## src/rtl/csi_rx_pkg.sv

```systemverilog
// Shared CSI-2 receive definitions: data types, header layout, ECC syndrome columns
// and the packet handler FSM state encoding.
package csi_rx_pkg;

  localparam logic [5:0] DT_FS       = 6'h00;
  localparam logic [5:0] DT_FE       = 6'h01;
  localparam logic [5:0] DT_LS       = 6'h02;
  localparam logic [5:0] DT_LE       = 6'h03;
  localparam logic [5:0] DT_RAW8     = 6'h2A;
  localparam logic [5:0] DT_RAW10    = 6'h2B;
  localparam logic [5:0] LONG_DT_MIN = 6'h10;

  // Parity contribution {P5..P0} of header data bit k; also the syndrome of a flip of bit k.
  localparam logic [23:0][5:0] ECC_COL = {
    6'h3B, 6'h37, 6'h2F, 6'h1F, 6'h38, 6'h34, 6'h32, 6'h31,
    6'h2C, 6'h2A, 6'h29, 6'h26, 6'h25, 6'h23, 6'h1C, 6'h1A,
    6'h19, 6'h16, 6'h15, 6'h13, 6'h0E, 6'h0D, 6'h0B, 6'h07
  };

  typedef struct packed {
    logic [5:0]  dt;
    logic [1:0]  vc;
    logic [15:0] wc;
  } hdr_t;

  typedef enum logic {
    ST_IDLE = 1'b0,
    ST_BODY = 1'b1
  } state_t;

endpackage

```

## src/rtl/csi_rx_packet_handler_if.sv

```systemverilog
// Stream interface between the lane merger, the packet handler and the pixel unpacker.
// Handshake: no backpressure; a word is accepted on any clk edge where in_valid is high.
interface csi_rx_packet_handler_if;
  import csi_rx_pkg::*;

  logic [31:0] in_data;
  logic        in_valid;
  logic        in_sop;

  logic        hdr_valid;
  logic [5:0]  hdr_dt;
  logic [1:0]  hdr_vc;
  logic [15:0] hdr_wc;
  logic        hdr_short;
  logic        hdr_corrected;
  logic        hdr_err;

  logic [31:0] pay_data;
  logic        pay_valid;
  logic [3:0]  pay_be;
  logic        pay_last;

  logic        pkt_end;
  logic [15:0] rx_crc;
  logic        pkt_abort;

  state_t      dbg_state;

  modport master (
    output in_data, in_valid, in_sop,
    input  hdr_valid, hdr_dt, hdr_vc, hdr_wc, hdr_short, hdr_corrected, hdr_err,
    input  pay_data, pay_valid, pay_be, pay_last, pkt_end, rx_crc, pkt_abort, dbg_state
  );

  modport slave (
    input  in_data, in_valid, in_sop,
    output hdr_valid, hdr_dt, hdr_vc, hdr_wc, hdr_short, hdr_corrected, hdr_err,
    output pay_data, pay_valid, pay_be, pay_last, pkt_end, rx_crc, pkt_abort, dbg_state
  );

endinterface

```

## src/rtl/csi_rx_hdr_ecc.sv

```systemverilog
// CSI-2 packet header ECC generator: 6 parity bits over the 24 header data bits, P7/P6 = 0.
module csi_rx_hdr_ecc
  import csi_rx_pkg::*;
(
  input  logic [23:0] data,
  output logic [7:0]  ecc
);

  always_comb begin
    ecc = 8'h00;
    for (int k = 0; k < 24; k++) begin
      if (data[k]) ecc[5:0] = ecc[5:0] ^ ECC_COL[k];
    end
  end

endmodule

```

## src/rtl/csi_rx_packet_handler.sv

```systemverilog
// CSI-2 packet handler: header ECC check/correct, DI/WC decode, payload streaming, CRC strip.
// Define CSI_RX_HDR_CORRECT_EN to enable single-bit header correction.
module csi_rx_packet_handler
  import csi_rx_pkg::*;
#(
  parameter logic [15:0] MAX_WC = 16'd8192
) (
  input logic                     clk,
  input logic                     rst_n,
  csi_rx_packet_handler_if.slave  rx
);

  state_t      state;
  logic [16:0] rem;        // packet bytes (payload + CRC) still expected
  logic [15:0] pay_left;   // payload bytes still expected
  logic [7:0]  crc_lo;
  logic        crc_have;

  logic [7:0]  calc_ecc;
  logic [5:0]  syndrome;
  logic [23:0] fixed;
  logic        hdr_ok;
  logic        hdr_fix;
  hdr_t        hdr;
  logic        hdr_long;
  logic        wc_bad;

  logic [2:0]  take;
  logic [2:0]  pay_n;
  logic [2:0]  crc_n;
  logic [3:0]  be;
  logic [31:0] be_mask;
  logic [31:0] crc_word;

  logic        unused_bits;
  assign unused_bits = ^{rx.in_data[31:30], calc_ecc[7:6], crc_word[31:16]};

  csi_rx_hdr_ecc u_ecc (
    .data (rx.in_data[23:0]),
    .ecc  (calc_ecc)
  );

  always_comb begin
    syndrome = calc_ecc[5:0] ^ rx.in_data[29:24];
    fixed    = rx.in_data[23:0];
    hdr_ok   = (syndrome == 6'd0);
    hdr_fix  = 1'b0;
`ifdef CSI_RX_HDR_CORRECT_EN
    // One-hot syndrome means the ECC byte itself took the hit; data is already good.
    if (syndrome != 6'd0) begin
      if ($onehot(syndrome)) begin
        hdr_ok  = 1'b1;
        hdr_fix = 1'b1;
      end
      for (int k = 0; k < 24; k++) begin
        if (ECC_COL[k] == syndrome) begin
          fixed[k] = ~fixed[k];
          hdr_ok   = 1'b1;
          hdr_fix  = 1'b1;
        end
      end
    end
`endif
    hdr.dt   = fixed[5:0];
    hdr.vc   = fixed[7:6];
    hdr.wc   = fixed[23:8];
    hdr_long = (hdr.dt >= LONG_DT_MIN);
    wc_bad   = hdr_long && (hdr.wc > MAX_WC);
  end

  always_comb begin
    take     = (rem >= 17'd4) ? 3'd4 : rem[2:0];
    pay_n    = (pay_left >= 16'd4) ? 3'd4 : pay_left[2:0];
    crc_n    = take - pay_n;
    // CRC bytes start right after the last payload byte of the word.
    crc_word = rx.in_data >> {pay_n[1:0], 3'b000};
    case (pay_n)
      3'd0:    be = 4'h0;
      3'd1:    be = 4'h1;
      3'd2:    be = 4'h3;
      3'd3:    be = 4'h7;
      default: be = 4'hF;
    endcase
    be_mask = {{8{be[3]}}, {8{be[2]}}, {8{be[1]}}, {8{be[0]}}};
  end

  always_ff @(posedge clk or negedge rst_n) begin
    if (!rst_n) begin
      state            <= ST_IDLE;
      rem              <= '0;
      pay_left         <= '0;
      crc_lo           <= '0;
      crc_have         <= 1'b0;
      rx.hdr_valid     <= 1'b0;
      rx.hdr_dt        <= '0;
      rx.hdr_vc        <= '0;
      rx.hdr_wc        <= '0;
      rx.hdr_short     <= 1'b0;
      rx.hdr_corrected <= 1'b0;
      rx.hdr_err       <= 1'b0;
      rx.pay_data      <= '0;
      rx.pay_valid     <= 1'b0;
      rx.pay_be        <= '0;
      rx.pay_last      <= 1'b0;
      rx.pkt_end       <= 1'b0;
      rx.rx_crc        <= '0;
      rx.pkt_abort     <= 1'b0;
    end else begin
      rx.hdr_valid     <= 1'b0;
      rx.hdr_short     <= 1'b0;
      rx.hdr_corrected <= 1'b0;
      rx.hdr_err       <= 1'b0;
      rx.pay_valid     <= 1'b0;
      rx.pay_last      <= 1'b0;
      rx.pkt_end       <= 1'b0;
      rx.pkt_abort     <= 1'b0;

      if (rx.in_valid && rx.in_sop) begin
        // A header always wins: a packet in flight is abandoned without pkt_end.
        if (state == ST_BODY) rx.pkt_abort <= 1'b1;
        state    <= ST_IDLE;
        crc_have <= 1'b0;
        if (!hdr_ok || wc_bad) begin
          rx.hdr_err <= 1'b1;
        end else begin
          rx.hdr_valid     <= 1'b1;
          rx.hdr_dt        <= hdr.dt;
          rx.hdr_vc        <= hdr.vc;
          rx.hdr_wc        <= hdr.wc;
          rx.hdr_short     <= !hdr_long;
          rx.hdr_corrected <= hdr_fix;
          if (hdr_long) begin
            state    <= ST_BODY;
            rem      <= {1'b0, hdr.wc} + 17'd2;
            pay_left <= hdr.wc;
          end
        end
      end else if (rx.in_valid && state == ST_BODY) begin
        rem      <= rem - 17'(take);
        pay_left <= pay_left - 16'(pay_n);
        if (pay_n != 3'd0) begin
          rx.pay_valid <= 1'b1;
          rx.pay_data  <= rx.in_data & be_mask;
          rx.pay_be    <= be;
          rx.pay_last  <= (pay_left <= 16'd4);
        end
        if (crc_have) begin
          rx.rx_crc  <= {rx.in_data[7:0], crc_lo};
          rx.pkt_end <= 1'b1;
          crc_have   <= 1'b0;
          state      <= ST_IDLE;
        end else if (crc_n == 3'd2) begin
          rx.rx_crc  <= crc_word[15:0];
          rx.pkt_end <= 1'b1;
          state      <= ST_IDLE;
        end else if (crc_n == 3'd1) begin
          // wc mod 4 == 3: CRC low byte rides in byte3, high byte comes next word.
          crc_lo   <= crc_word[7:0];
          crc_have <= 1'b1;
        end
      end
    end
  end

  assign rx.dbg_state = state;

endmodule

```

## src/flat_wrapper.sv

```systemverilog
// flat-port wrapper written by rule: the top's interface ports become plain ports
module csi_rx_packet_handler_flat import csi_rx_pkg::*;
#(
  parameter logic [15:0] MAX_WC = 16'd8192
)
  (clk, rst_n, rx_in_data, rx_in_valid, rx_in_sop, rx_hdr_valid, rx_hdr_dt, rx_hdr_vc, rx_hdr_wc, rx_hdr_short, rx_hdr_corrected, rx_hdr_err, rx_pay_data, rx_pay_valid, rx_pay_be, rx_pay_last, rx_pkt_end, rx_rx_crc, rx_pkt_abort, rx_dbg_state);
  csi_rx_packet_handler_if rx_i ();
  input logic clk;
  input logic rst_n;
  input wire logic [$bits(rx_i.in_data)-1:0] rx_in_data;
  input wire logic [$bits(rx_i.in_valid)-1:0] rx_in_valid;
  input wire logic [$bits(rx_i.in_sop)-1:0] rx_in_sop;
  output wire logic [$bits(rx_i.hdr_valid)-1:0] rx_hdr_valid;
  output wire logic [$bits(rx_i.hdr_dt)-1:0] rx_hdr_dt;
  output wire logic [$bits(rx_i.hdr_vc)-1:0] rx_hdr_vc;
  output wire logic [$bits(rx_i.hdr_wc)-1:0] rx_hdr_wc;
  output wire logic [$bits(rx_i.hdr_short)-1:0] rx_hdr_short;
  output wire logic [$bits(rx_i.hdr_corrected)-1:0] rx_hdr_corrected;
  output wire logic [$bits(rx_i.hdr_err)-1:0] rx_hdr_err;
  output wire logic [$bits(rx_i.pay_data)-1:0] rx_pay_data;
  output wire logic [$bits(rx_i.pay_valid)-1:0] rx_pay_valid;
  output wire logic [$bits(rx_i.pay_be)-1:0] rx_pay_be;
  output wire logic [$bits(rx_i.pay_last)-1:0] rx_pay_last;
  output wire logic [$bits(rx_i.pkt_end)-1:0] rx_pkt_end;
  output wire logic [$bits(rx_i.rx_crc)-1:0] rx_rx_crc;
  output wire logic [$bits(rx_i.pkt_abort)-1:0] rx_pkt_abort;
  output wire logic [$bits(rx_i.dbg_state)-1:0] rx_dbg_state;
  assign rx_i.in_data = rx_in_data;
  assign rx_i.in_valid = rx_in_valid;
  assign rx_i.in_sop = rx_in_sop;
  assign rx_hdr_valid = rx_i.hdr_valid;
  assign rx_hdr_dt = rx_i.hdr_dt;
  assign rx_hdr_vc = rx_i.hdr_vc;
  assign rx_hdr_wc = rx_i.hdr_wc;
  assign rx_hdr_short = rx_i.hdr_short;
  assign rx_hdr_corrected = rx_i.hdr_corrected;
  assign rx_hdr_err = rx_i.hdr_err;
  assign rx_pay_data = rx_i.pay_data;
  assign rx_pay_valid = rx_i.pay_valid;
  assign rx_pay_be = rx_i.pay_be;
  assign rx_pay_last = rx_i.pay_last;
  assign rx_pkt_end = rx_i.pkt_end;
  assign rx_rx_crc = rx_i.rx_crc;
  assign rx_pkt_abort = rx_i.pkt_abort;
  assign rx_dbg_state = rx_i.dbg_state;
  csi_rx_packet_handler #(.MAX_WC(MAX_WC)) u_core (.clk(clk), .rst_n(rst_n), .rx(rx_i));
endmodule
```

## config.mk

```make
export PLATFORM = sky130hd
export DESIGN_NAME = csi_rx_packet_handler_flat
export DESIGN_NICKNAME = d
export VERILOG_FILES = /design/src/rtl/csi_rx_pkg.sv /design/src/rtl/csi_rx_packet_handler_if.sv /design/src/rtl/csi_rx_hdr_ecc.sv /design/src/rtl/csi_rx_packet_handler.sv /design/src/flat_wrapper.sv
export SDC_FILE = /design/constraint.sdc
export NUM_CORES = 1
export LEC_CHECK = 0
export BUFFER_PORTS_ARGS = -buffer_cell sky130_fd_sc_hd__buf_2
export CAP_MARGIN = 30
export CORE_ASPECT_RATIO = 1.4
export CORE_MARGIN = 1.5
export CORE_UTILIZATION = 62
export DETAILED_ROUTE_END_ITERATION = 16
export HOLD_SLACK_MARGIN = 0.12
export PLACE_DENSITY = 0.91
export SYNTH_ARGS = -nofsm -noshare
export SYNTH_HDL_FRONTEND = slang
export SYNTH_SLANG_ARGS = --single-unit
export TNS_END_PERCENT = 20
```

## constraint.sdc

```tcl
create_clock -name clk -period 7.6 [get_ports clk]
set_clock_uncertainty 0.1 [all_clocks]
set_input_delay 1.52 -clock clk [delete_from_list [all_inputs] [get_ports clk]]
set_output_delay 1.52 -clock clk [all_outputs]
set_load 0.01 [all_outputs]
```

== After elaboration in Yosys (flattened, before gate mapping) ==
Index checks and enable logic that the tools add are counted.
Operators by class
  divide/modulo/power cells: 0
  magnitude comparators: 5
  reductions and logical operators: 18
  $add $sub $neg: 4
  multiply operators: 0
  multiplexer cells: 66
  eq/ne operators: 7
  bitwise gates (word level): 29
  shift-type cells: 1
Operators by type and width (count)
  $mux W16: 6
  $mux W6: 13
  $mux W17: 4
  $not A3 Y3: 18
  $mux W5: 7
  $and A32 B32 Y32: 1
  $shr A32 B5 Y16: 1
  $mux W1: 29
  $not A5 Y5: 4
  $add A16 B2 Y17 const B: 1
  $ge A17 B3 Y1 const B: 1
  $sub A17 B3 Y17: 1
  $ge A16 B3 Y1 const B: 1
  $gt A16 B14 Y1 const B: 1
  $le A16 B3 Y1 const B: 1
  $pmux W4 S4: 1
  $sub A16 B3 Y16: 1
  $mux W4: 3
  $eq A3 B2 Y1 const B: 3
  $mux W3: 3
  $reduce_and A3 Y1: 3
  $eq A3 B1 Y1 const B: 2
  $ge A6 B5 Y1 const B: 1
  $logic_not A6 Y1: 1
  other kinds (14): 23
Storage, ports and cells
  output and inout bits: 85
  RAM bits: 0
  latch bits: 0
  input bits: 36
  bits in read-only memories: 0
  word-level logic and storage cells: 148
  memories kept: 0
  register bits after elaboration: 126

== Depth between registers and ports, before layout ==
Gate-level depths: netlist (run 1).
  word-level depth: 53
  mapped depth: 14
  mapped depth without buffers: 12

== Hierarchy ==
A second synthesis (run 1) with hierarchy kept.
Second synthesis, totals
  cell total of the unflattened synthesis: 739
  area total of the unflattened synthesis: 7319.5 sq um
Modules (own cells, without submodules)
  csi_rx_packet_handler: sequential area each 3153.0 sq um, cells each 699, area an instance 6805.3 sq um, instances 1
  csi_rx_hdr_ecc: sequential area each 0.0 sq um, cells each 40, area an instance 514.2 sq um, instances 1

== Worst setup path after synthesis (run 1) ==
Ideal clock, no wire load.
  kind: input to register
  start: in rx_in_data[11]
  end: reg u_core.rx.hdr_dt[3]
  setup time: 0.125 ns
  setup slack: 3.477 ns
  required time: 7.375 ns
  stages: 11
  data arrival time: 3.898 ns
  path buffers: 2
  cells stage by stage: clkbuf_1 > inv_1 > ha_1 > xnor2_1 > xnor2_1 > xnor3_1 > and3_1 > or2_2 > nand4_4 > buf_6 > mux2_4
On the way
  word-level cells in the longest chain between the ends: 29
  elaborated cells between the ends (all ways): 33
  those cells by class: order compare (1); mux (13); bitwise (14); reduce/logical (5)
RTL lines
  from (decl): RTL line flat_wrapper.sv:10  | input wire logic [$bits(rx_i.in_data)-1:0] rx_in_data;
  $mux W6: RTL line csi_rx_hdr_ecc.sv:12  | if (data[k]) ecc[5:0] = ecc[5:0] ^ ECC_COL[k];
  $not A3 Y3 (no source line)
  $mux W6: RTL line csi_rx_hdr_ecc.sv:12
  $not A3 Y3 (no source line)
  $mux W6: RTL line csi_rx_hdr_ecc.sv:12
  $not A3 Y3 (no source line)
  $mux W6: RTL line csi_rx_hdr_ecc.sv:12
  $not A3 Y3 (no source line)
  (+13 left out)
  $not A5 Y5 (no source line)
  $mux W6: RTL line csi_rx_hdr_ecc.sv:12
  $xor A6 B6 Y6: RTL line csi_rx_packet_handler.sv:44  | syndrome = calc_ecc[5:0] ^ rx.in_data[29:24];
  $logic_not A6 Y1: RTL line csi_rx_packet_handler.sv:46  | hdr_ok = (syndrome == 6'd0);
  $logic_not A1 Y1: RTL line csi_rx_packet_handler.sv:123  | if (!hdr_ok || wc_bad) begin
  $logic_or A1 B1 Y1 *: RTL line csi_rx_packet_handler.sv:123
  $not A1 Y1 (no source line) *
  $reduce_and A2 Y1 (no source line) *
  to (signal assigned): RTL line csi_rx_packet_handler.sv:127  | rx.hdr_dt <= hdr.dt;
  to (decl): RTL line csi_rx_packet_handler_if.sv:37  | output hdr_valid, hdr_dt, hdr_vc, hdr_wc, hdr_short, hdr_corrected, hdr_err,
Every way passes the cells marked *; elsewhere a longest branch is shown, timed or not.
A chain may end at the register's enable or synchronous reset.

== Final worst setup path (run 1) ==
  start: reg u_core.rem[5]
  end: reg u_core.rx.rx_crc[5]
On the way
  word-level cells in the longest chain between the ends: 6
RTL lines
  from (decl): RTL line csi_rx_packet_handler.sv:14  | logic [16:0] rem;
  from (signal assigned): RTL line csi_rx_packet_handler.sv:134  | rem <= {1'b0, hdr.wc} + 17'd2;
  from (signal assigned): RTL line csi_rx_packet_handler.sv:139  | rem <= rem - 17'(take);
  $ge A17 B3 Y1: RTL line csi_rx_packet_handler.sv:72  | take = (rem >= 17'd4) ? 3'd4 : rem[2:0];
  $mux W3: RTL line csi_rx_packet_handler.sv:72
  $sub A3 B3 Y3: RTL line csi_rx_packet_handler.sv:74  | crc_n = take - pay_n;
  $eq A3 B2 Y1: RTL line csi_rx_packet_handler.sv:152  | end else if (crc_n == 3'd2) begin
  $reduce_bool A2 Y1 (no source line)
  $reduce_and A3 Y1 (no source line)
  to (signal assigned): RTL line csi_rx_packet_handler.sv:148  | rx.rx_crc <= {rx.in_data[7:0], crc_lo};
  to (signal assigned): RTL line csi_rx_packet_handler.sv:153  | rx.rx_crc <= crc_word[15:0];
  to (decl): RTL line csi_rx_packet_handler_if.sv:38  | output pay_data, pay_valid, pay_be, pay_last, pkt_end, rx_crc, pkt_abort, dbg_state
No other way between the ends.

==> results of run 1 <==
==> metrics by stage <==
step           power [mW]  cell area (um2)  cells   util
6_report             2.26             8850    989  0.742
5_1_grt              2.33             8850    989  0.742
4_1_cts              2.25             8830    988  0.739
3_5_place_dp         1.37             8200    956  0.687
3_3_place_gp         1.35             8200    956  0.687
2_1_floorplan        1.19             7680    749      -
==> state kept, by name (all words and copies together) (netlist names), 2 cells and up <==
| name | cells |
|---|---|
| u_core.crc_lo | 8 |
| u_core.pay_left | 16 |
| u_core.rem | 17 |
| u_core.rx.hdr_dt | 6 |
| u_core.rx.hdr_vc | 2 |
| u_core.rx.hdr_wc | 16 |
| u_core.rx.pay_be | 4 |
| u_core.rx.pay_data | 32 |
| u_core.rx.rx_crc | 16 |
==> area by class of cell <==
class | count | area, um2
inverter | 16 | 60.1
clock buffer | 19 | 453
fill | 768 | 3080
tap | 147 | 184
sequential | 126 | 3150
clock inverter | 13 | 178
timing repair buffer | 127 | 678
multi-input combinational | 541 | 4150
==> critical path: stages, from the launching register on <==
cell      delay, ns
dfrtp_1        0.46
or4_1          0.60
or4_1          0.60
nor2_1         0.38
nand2_1        0.10
ha_1           0.20
fa_1           0.42
a21boi_0       0.19
o21ai_0        0.47
a31oi_4        0.16
nor2_4         0.49
mux2_2         0.40
==> placed cells by master, fill, tap and decap left out, drive strengths merged, types with 4 or more instances in the layout <==
cell type and n:
xor2 12, a21oi 28, a22o 17, nand4 6, mux2 66, buf 127
a221oi 9, a31oi 15, o22a 5, xnor2 30, clkinv 5, o21ai 31
or3 9, nor3 21, inv 19, mux2i 14, nand2b 6, o211ai 10
nor2b 7, ha 7, o22ai 8, nor4 9, and3 10, clkbuf 19
or2 5, nor2 51, a2bb2oi 6, o311a 5, and2 4, or4 5
o221ai 7, nor4b 4, nand2 55, dfrtp 126, xnor3 11, nand3 36
==> kinds of logic after synthesis <==
| group | Yosys count | share of synthesized area |
|---|---|---|
| other cells | 2 | 0.000978 |
| xor+xnor | 53 | 0.0821 |
| compound gates | 165 | 0.154 |
| buf+inv | 82 | 0.0500 |
| fa+ha+maj | 8 | 0.0140 |
| mux | 80 | 0.128 |
| flops | 126 | 0.410 |
| simple gates | 232 | 0.160 |
==> how the worst max path moves through the flow <==
stage	to	slack, ns	cells past startpoint
global route	u_core.rx.rx_crc[2]	2.70	11
global placement	u_core.rem[10]	3.01	8
detailed placement	u_core.pay_left[4]	2.91	8
finish	u_core.rx.rx_crc[5]	2.88	11
floorplan	u_core.rx.hdr_dt[3]	3.48	11
CTS	u_core.rx.rx_crc[5]	2.91	11
==> metal layers <==
layer	up-vias	global-route usage	share of wire
li1	2895	-	-
met3	133	0.0719	0.088
met5	-	0	0
met2	501	0.559	0.48
met1	3251	0.422	0.36
met4	0	0.248	0.069
==> power breakdown <==
part           internal [mW]  total [mW]  leakage (nW)  switching, mW
sequential             0.756       0.837          1.66         0.0810
clock                  0.540       0.874         0.303          0.334
combinational          0.245       0.552          2.45          0.307
==> run_results.csv, run 1 <==
group,metric,value,unit
global_route,grt_usage,0.349,
logic_synthesis,synthArstFlopShare,1.00,
global_route,grt_overflow,0,
drt,routed_wl,22700,um
timing,finalHoldViolCount,0,
logic_synthesis,synth.most_common_cell,"dfrtp_1",
critical_path,critical_path_required,7.81,ns
clocking,cts_tree,"done",
critical_path,worstRegToRegCells,11,
timing,tightest_slew,0.918,ns
pwr,ir_worst_vdd,178,uV
logic_synthesis,synth_area_leaders,"dfrtp_1 41%, mux2_2 5.4%, mux2_4 5.3%, xnor3_1 3.2%, xnor2_1 3.2%",
floorplanning,row_count,47,
floorplanning,num_io_pins,121,
floorplanning,die_height,135,um
finish,syn2layout_area_growth,15.3,%
placement,gp_congestion,0.927,
run_status,status,"finished clean",
critical_path,r2r_slack,2.88,ns
global_route,antenna_found_initial,0,
timing,clock.fmax,212,MHz
job,cap_violations,0,
global_route,grt_max_degree,81,
clocking,cts-root-buf,"clkbuf_16",
floorplanning,core,0.0119,mm2
finish,drive_above_1_share,0.293,
critical_path,cp.arrival,4.93,ns
clocking,cts_setup_buffers,0,
critical_path,r2r-end,"u_core.rx.rx_crc[5]",
logic_synthesis,yosysTopAreaCellShare,0.410,
floorplanning,die_w,97.1,um
timing,final_max_slew_viol_count,0,
critical_path,critPathKind,"reg2reg",
clocking,htree_levels,4,
timing,setup_viol,0,
drt,num_vias,6780,
timing,worst_slack,2.88,ns
drt,vias_per_cell,6.86,
clocking,cts_hold_buf,0,
drt,drt-wirelength-per-cell,23.0,um
logic_synthesis,netlist_area,0.00768,mm2
finish,finalNetCount,873,
global_route,grt_pass1_wl,35300,um
logic_synthesis,synth_cells,748,
pwr,power_density,255,mW/mm2
drt,postRouteAntennaNets,0,
logic_synthesis,synth_seq_cells,126,
logic_synthesis,yosysUniqueCellTypes,78,
floorplanning,dieArea,0.0131,mm2
placement,portBuffers,119,
timing,rsz0062_at_grt,"no",
clocking,cts_buffers,17,
drt,drc,0,
timing,timing.final.crit_share,0.622,
drt,firstDrtPassIters,9,
critical_path,crit_path_start,"u_core.rem[5]",
worst_hold_path,hold_class,"reg2reg",
global_route,grt_pass1_vias,6550,
timing,relSlewSlack,0.388,
placement,dp_slack,2.91,ns
floorplanning,initial_core_util,0.643,
critical_path,reg2reg_from,"u_core.rem[5]",
critical_path,start_kind,"flip-flop",
logic_synthesis,synth_common_cells,"126 x dfrtp_1, 53 x nand2_1, 50 x nor2_1, 37 x mux2_2",
clocking,cts_resized,0,
drt,drt_iter0_markers,1009,
logic_synthesis,synth.avg_cell_area,10.3,um2
worst_hold_path,hp-start,"u_core.rx.pay_be[0]",
logic_synthesis,ys_warn_count,0,
timing,fin_tns_setup,0,ns
clocking,clockBufferDepth,2,
pwr,p_leak,4.42,nW
clocking,clock_sinks,126,
finish,diodes,0,
worst_hold_path,min_to,"u_core.rx.pay_be[0]",
timing,timing.hold.ws,0.359,ns
logic_synthesis,synth_edf_count,0,
critical_path,critPathCaptureType,"flip-flop",
logic_synthesis,seq_area_frac_synth,0.410,
placement,dp_hpwl,14400,um
logic_synthesis,synth_top_area_cell,"dfrtp_1",
timing,period_minus_slack,4.72,ns
critical_path,worstPathMaxFanout,17,
worst_hold_path,hold-path-cell-count,1,
logic_synthesis,synth_flop_cell,"dfrtp_1",
clocking,clk_pin_slew_worst_paths,0.06,ns
clocking,insertion_delay,0.43,ns
(Power assumes the default switching activity.)
==> inputs of run 2 (changes only) <==
--- a/config.mk
+++ b/config.mk
@@ -9,10 +9,10 @@
 export CAP_MARGIN = 30
 export CORE_ASPECT_RATIO = 1.4
 export CORE_MARGIN = 1.5
-export CORE_UTILIZATION = 62
+export CORE_UTILIZATION = 52
 export DETAILED_ROUTE_END_ITERATION = 16
 export HOLD_SLACK_MARGIN = 0.12
-export PLACE_DENSITY = 0.91
+export PLACE_DENSITY = 0.82
 export SYNTH_ARGS = -nofsm -noshare
 export SYNTH_HDL_FRONTEND = slang
 export SYNTH_SLANG_ARGS = --single-unit
==> constraint.sdc (replaced) <==
create_clock -name clk -period 4.01 [get_ports clk]
set_clock_uncertainty 0.1 [all_clocks]
set_input_delay 0.802 -clock clk [delete_from_list [all_inputs] [get_ports clk]]
set_output_delay 0.802 -clock clk [all_outputs]
set_load 0.01 [all_outputs]
==> run_results.csv, run 2 (same netlist as run 1, synthesis figures left out) <==
group,metric,value,unit
global_route,grt_pass1_wl,35500,um
clocking,clock_sinks,126,
run_status,status,"finished clean",
clocking,cts-root-buf,"clkbuf_16",
timing,clock.fmax,259,MHz
floorplanning,core,0.0144,mm2
pwr,p_leak,4.55,nW
clocking,clockBufferDepth,2,
global_route,grt_max_degree,62,
drt,routed_wl,22600,um
critical_path,worst-path-buf-inv,1,
placement,gp_congestion,0.949,
global_route,grt_usage,0.298,
finish,top_register,"u_core.rx.pay_data",
floorplanning,die_height,147,um
critical_path,critical_path_required,4.21,ns
finish,layout_common_cells,"126 x dfrtp_1, 118 x buf_2, 53 x nand2_1",
drt,drc,0,
global_route,grt_overflow,0,
clocking,htree_levels,4,
clocking,clk_pin_slew_worst_paths,0.06,ns
finish,drive_above_1_share,0.319,
floorplanning,initial_core_util,0.532,
finish,diodes,0,
critical_path,reg2reg_from,"u_core.rem[9]",
critical_path,start_kind,"flip-flop",
timing,final_max_slew_viol_count,0,
drt,firstDrtPassIters,6,
placement,dp_cells,1028,
finish,syn2layout_area_growth,18.7,%
drt,drt_iter0_markers,686,
critical_path,critPathKind,"reg2reg",
critical_path,cp.arrival,4.07,ns
drt,drt-wirelength-per-cell,21.3,um
floorplanning,num_io_pins,121,
critical_path,cp_slowest_stage_delay,0.59,ns
clocking,cts_buffers,17,
critical_path,crit_chain,"or4_1, or4_4, nor2_2, nand2_1, ha_1, fa_1, a21boi_0, or3_4, a31oi_4, nor2_4, buf_12, mux2_4",
timing,tightest_slew,1.01,ns
timing,finalHoldViolCount,0,
finish,top_regs,"u_core.rx.pay_data x32, u_core.rem x17",
worst_hold_path,hold_class,"in2async",
critical_path,critPathCaptureType,"flip-flop",
finish,finalNetCount,904,
floorplanning,dieArea,0.0155,mm2
critical_path,crit_family,"simple AND/OR/NAND/NOR gates",
drt,num_vias,6714,
finish,fillers,1123,
clocking,insertion_delay,0.42,ns
critical_path,crit_path_start,"u_core.rem[9]",
drt,postRouteAntennaNets,0,
placement,portBuffers,119,
timing,setup_viol,0,
critical_path,slowest_stage,"or4_1",
timing,period_minus_slack,3.86,ns
finish,largest_register_ffs,32,
finish,fin_cells,1061,
floorplanning,die_w,106,um
job,cap_violations,0,
global_route,antenna_found_initial,0,
finish,layout_commonest_cell,"dfrtp_1",
timing,relSlewSlack,0.325,
pwr,power_density,461,mW/mm2
pwr,ir_worst_vdd,330,uV
timing,rsz0062_at_grt,"no",
drt,vias_per_cell,6.33,
critical_path,worstPathMaxFanout,13,
clocking,cts_tree,"done",
floorplanning,row_count,52,
timing,timing.hold.ws,0.352,ns
global_route,grt_pass1_vias,6676,
placement,dp_hpwl,15600,um
timing,timing.final.crit_share,0.963,
[run 2: cell types whose count changed in the layout (fill, tap and decap cells not counted), moves of 2 or more]
cell and change:
clkbuf_1 +2, clkbuf_8 -2, buf_4 +30, buf_12 +2
[run 2: final timing paths]
| kind | end | slack (ns) | cells after the start |
|---|---|---|---|
| setup / recovery | u_core.rx.rx_crc[11] | 0.15 | 12 |
| hold / removal | u_core.rx.pay_be[0] | 0.35 | 1 |
| setup reg to reg | u_core.rx.rx_crc[11] | 0.15 | 12 |
| hold reg to reg | u_core.rx.pay_data[24] | 0.37 | 2 |
| max in group asynchronous | u_core.rem[2] | 2.46 | 2 |
| min in group clk | u_core.rx.pay_data[24] | 0.37 | 2 |
[run 2: repair_timing]
item / 4_1_cts / 5_1_grt
gates resized for setup: 0 / 3
hold buffers: 0 / 0
endpoints found under the setup margin: 16 / 20
buffers inserted: 2 / 0
pin swaps: 1 / 1
[run 2: through the flow]
| step | utilization | power, mW | TNS, ns | instance area [um2] | setup WS (ns) |
|---|---|---|---|---|---|
| 6_report | 0.631 | 4.20 | 0 | 9120 | 0.146 |
| 5_1_grt | 0.631 | 4.36 | 0 | 9120 | 0.0178 |
| 3_5_place_dp | 0.587 | 2.62 | -0.763 | 8490 | -0.0898 |
| 4_1_cts | 0.631 | 4.20 | 0 | 9110 | 0.0276 |
| 3_3_place_gp | 0.587 | 2.59 | -0.277 | 8490 | -0.0408 |
| 2_1_floorplan | - | 2.25 | 0 | 7680 | 0.0806 |
[run 2: per-layer routing]
metal	vias to the layer above	global-route usage	wire, um
met5	-	0	0
met4	0	0.217	1700
met3	111	0.0648	1740
met2	397	0.482	11000
met1	3256	0.346	8230
li1	2950	-	-
[run 2: cell type report]
cell class,count,area (um2),area share
Clock buffer,19,433,0.0475
Clock inverter,12,163,0.0178
Inverter,16,60.1,0.00659
Multi-Input combinational cell,541,4160,0.456
Sequential cell,126,3150,0.346
Tap cell,189,236,0.0259
Timing Repair Buffer,158,916,0.100
[run 2: report_power, final]
group          switching, mW  internal, mW  leakage (nW)
sequential             0.136          1.43          1.66
combinational          0.571         0.488          2.60
clock                  0.592         0.979         0.284
total                   1.30          2.90          4.55
==> inputs of run 3 (changes only) <==
--- a/config.mk
+++ b/config.mk
@@ -9,10 +9,11 @@
 export CAP_MARGIN = 30
 export CORE_ASPECT_RATIO = 1.4
 export CORE_MARGIN = 1.5
-export CORE_UTILIZATION = 52
+export CORE_UTILIZATION = 34
 export DETAILED_ROUTE_END_ITERATION = 16
+export GPL_ROUTABILITY_DRIVEN = 0
 export HOLD_SLACK_MARGIN = 0.12
-export PLACE_DENSITY = 0.82
+export PLACE_DENSITY = 0.59
 export SYNTH_ARGS = -nofsm -noshare
 export SYNTH_HDL_FRONTEND = slang
 export SYNTH_SLANG_ARGS = --single-unit
==> run_results.csv, run 3 (same netlist as run 1, synthesis figures left out) <==
group,metric,value,unit
critical_path,r2r_slack,0.12,ns
pwr,p_comb_frac,0.250,
floorplanning,initial_core_util,0.349,
critical_path,worstPathMaxFanout,8,
critical_path,crit_family,"simple AND/OR/NAND/NOR gates",
drt,postRouteAntennaNets,0,
finish,syn2layout_area_growth,21.7,%
clocking,htree_levels,4,
placement,portBuffers,119,
critical_path,cp.arrival,4.10,ns
global_route,grt_max_degree,54,
critical_path,critPathKind,"reg2reg",
critical_path,worst-path-buf-inv,2,
finish,final_util,0.425,
clocking,clockBufferDepth,2,
worst_hold_path,hold_class,"in2async",
timing,relSlewSlack,0.381,
critical_path,worstRegToRegCells,12,
floorplanning,die_w,130,um
timing,clock.fmax,257,MHz
clocking,cts_hold_buf,0,
timing,rsz0062_at_grt,"no",
global_route,grt_pass1_vias,6422,
global_route,antenna_found_initial,0,
pwr,swShare,0.303,
pwr,p_int,2.96,mW
critical_path,critPathCaptureType,"flip-flop",
drt,num_vias,6470,
floorplanning,die_height,181,um
pwr,power_density,455,mW/mm2
floorplanning,num_io_pins,121,
clocking,insertion_delay,0.43,ns
drt,routed_wl,24100,um
finish,finalNetCount,909,
critical_path,cp_slowest_stage_delay,0.57,ns
run_status,status,"finished clean",
floorplanning,row_count,64,
critical_path,slowest_stage,"or4_1",
global_route,grt_pass1_wl,37200,um
critical_path,start_kind,"flip-flop",
drt,drc,0,
finish,layout_common_cells,"126 x dfrtp_1, 118 x buf_2, 53 x nand2_1",
timing,period_minus_slack,3.89,ns
timing,timing.final.crit_share,0.970,
finish,top_register,"u_core.rx.pay_data",
global_route,grt_overflow,0,
clocking,clk_pin_slew_worst_paths,0.06,ns
drt,drt-wirelength-per-cell,20.5,um
timing,fin_tns_setup,0,ns
pwr,pwr-share-seq,0.367,
clocking,cts_buffers,17,
finish,layout_commonest_cell,"dfrtp_1",
finish,drive_above_1_share,0.323,
timing,final_max_slew_viol_count,0,
drt,firstDrtPassIters,7,
pwr,ir_worst_vdd,240,uV
drt,drt_iter0_markers,385,
timing,finalHoldViolCount,0,
drt,vias_per_cell,5.51,
finish,top_regs,"u_core.rx.pay_data x32, u_core.rem x17",
floorplanning,core,0.0220,mm2
pwr,p_total,4.25,mW
finish,diodes,0,
clocking,clock_sinks,126,
timing,setup_viol,0,
critical_path,reg2reg_from,"u_core.rem[10]",
placement,dp_hpwl,17000,um
finish,largest_register_ffs,32,
critical_path,r2r-end,"u_core.rx.rx_crc[14]",
job,cap_violations,0,
critical_path,critical_path_required,4.23,ns
pwr,power_frac_clock,0.383,
critical_path,crit_path_frequent_cell,"or4_1",
critical_path,crit_chain,"or4_1, or4_1, nor2_2, buf_4, nand2_1, fa_1, a21boi_0, or3_4, a31oi_4, nor2_4, buf_12, mux2_4",
timing,tightest_slew,0.928,ns
clocking,cts-root-buf,"clkbuf_16",
floorplanning,dieArea,0.0235,mm2
pwr,p_leak,4.60,nW
global_route,grt_usage,0.212,
pwr,p_switching,1.29,mW
clocking,cts_tree,"done",
## run 3: cell types whose count changed in the layout (fill, tap and decap cells not counted)
| cell | delta |
|---|---|
| or4_4 | -1 |
| buf_12 | +3 |
| buf_4 | +2 |
| inv_6 | -2 |
| o21ai_1 | -1 |
| clkinv_2 | +1 |
| clkbuf_8 | +4 |
| clkinv_4 | -2 |
| or4_1 | +1 |
| o21ai_2 | +1 |
## run 3: worst max-delay path by stage
stage / startpoint / endpoint / depth (start not counted)
floorplan: u_core.rem[9] / u_core.rx.rx_crc[10] / 13
global placement: u_core.rem[10] / u_core.rx.rx_crc[1] / 11
detailed placement: u_core.rem[10] / u_core.rx.rx_crc[4] / 11
CTS: u_core.rem[10] / u_core.crc_lo[6] / 10
global route: u_core.rem[10] / u_core.rx.rx_crc[10] / 12
finish: u_core.rem[10] / u_core.rx.rx_crc[14] / 12
## run 3: through the flow
| stage | hold slack [ns] | cell area, um2 | std cells | setup slack, ns |
|---|---|---|---|---|
| 6_report | 0.301 | 9350 | 1175 | 0.122 |
| 5_1_grt | 0.358 | 9350 | 1175 | 0.00215 |
| 4_1_cts | 0.327 | 9340 | 1175 | 0.0426 |
| 3_5_place_dp | 0.354 | 8680 | 1141 | -0.0896 |
| 3_3_place_gp | 0.348 | 8680 | 1141 | -0.0198 |
| 2_1_floorplan | 0.373 | 7680 | 749 | 0.0806 |
## run 3: worst reg2reg max path, stage by stage, from the launching register on
cell and delay, ns:
dfrtp_1 0.40, or4_1 0.57, or4_1 0.55, nor2_2 0.15, buf_4 0.15, nand2_1 0.07, fa_1 0.43, a21boi_0 0.18
or3_4 0.45, a31oi_4 0.19, nor2_4 0.08, buf_12 0.15, mux2_4 0.30
## run 3: what timing repair did
| item | in CTS | in global routing |
|---|---|---|
| resized for setup | 0 | 3 |
| endpoints found under the setup margin | 16 | 23 |
| buffers inserted | 2 | 0 |
| pin swaps | 1 | 0 |
## run 3: power by group through the flow
stage | clock [mW] | combinational (mW) | sequential (mW)
2_1_floorplan | 0 | 0.646 | 1.61
3_3_place_gp | 0 | 1.05 | 1.58
3_5_place_dp | 0 | 1.06 | 1.58
4_1_cts | 1.65 | 1.06 | 1.56
5_1_grt | 1.70 | 1.15 | 1.58
6_report | 1.63 | 1.06 | 1.56
## run 3: layer usage
layer	wire (um)	vias to the layer above	track usage
li1	-	2950	-
met1	9770	3255	0.255
met2	12400	210	0.360
met3	1020	55	0.0376
met4	903	0	0.101
met5	0	-	0
## run 3: area by class of cell
type | count | area [um2]
Multi-Input combinational cell | 541 | 4160
Sequential cell | 126 | 3150
Timing Repair Buffer | 163 | 991
Clock inverter | 9 | 133
Fill cell | 2143 | 12700
Tap cell | 297 | 372
Inverter | 16 | 60.1
Clock buffer | 23 | 488
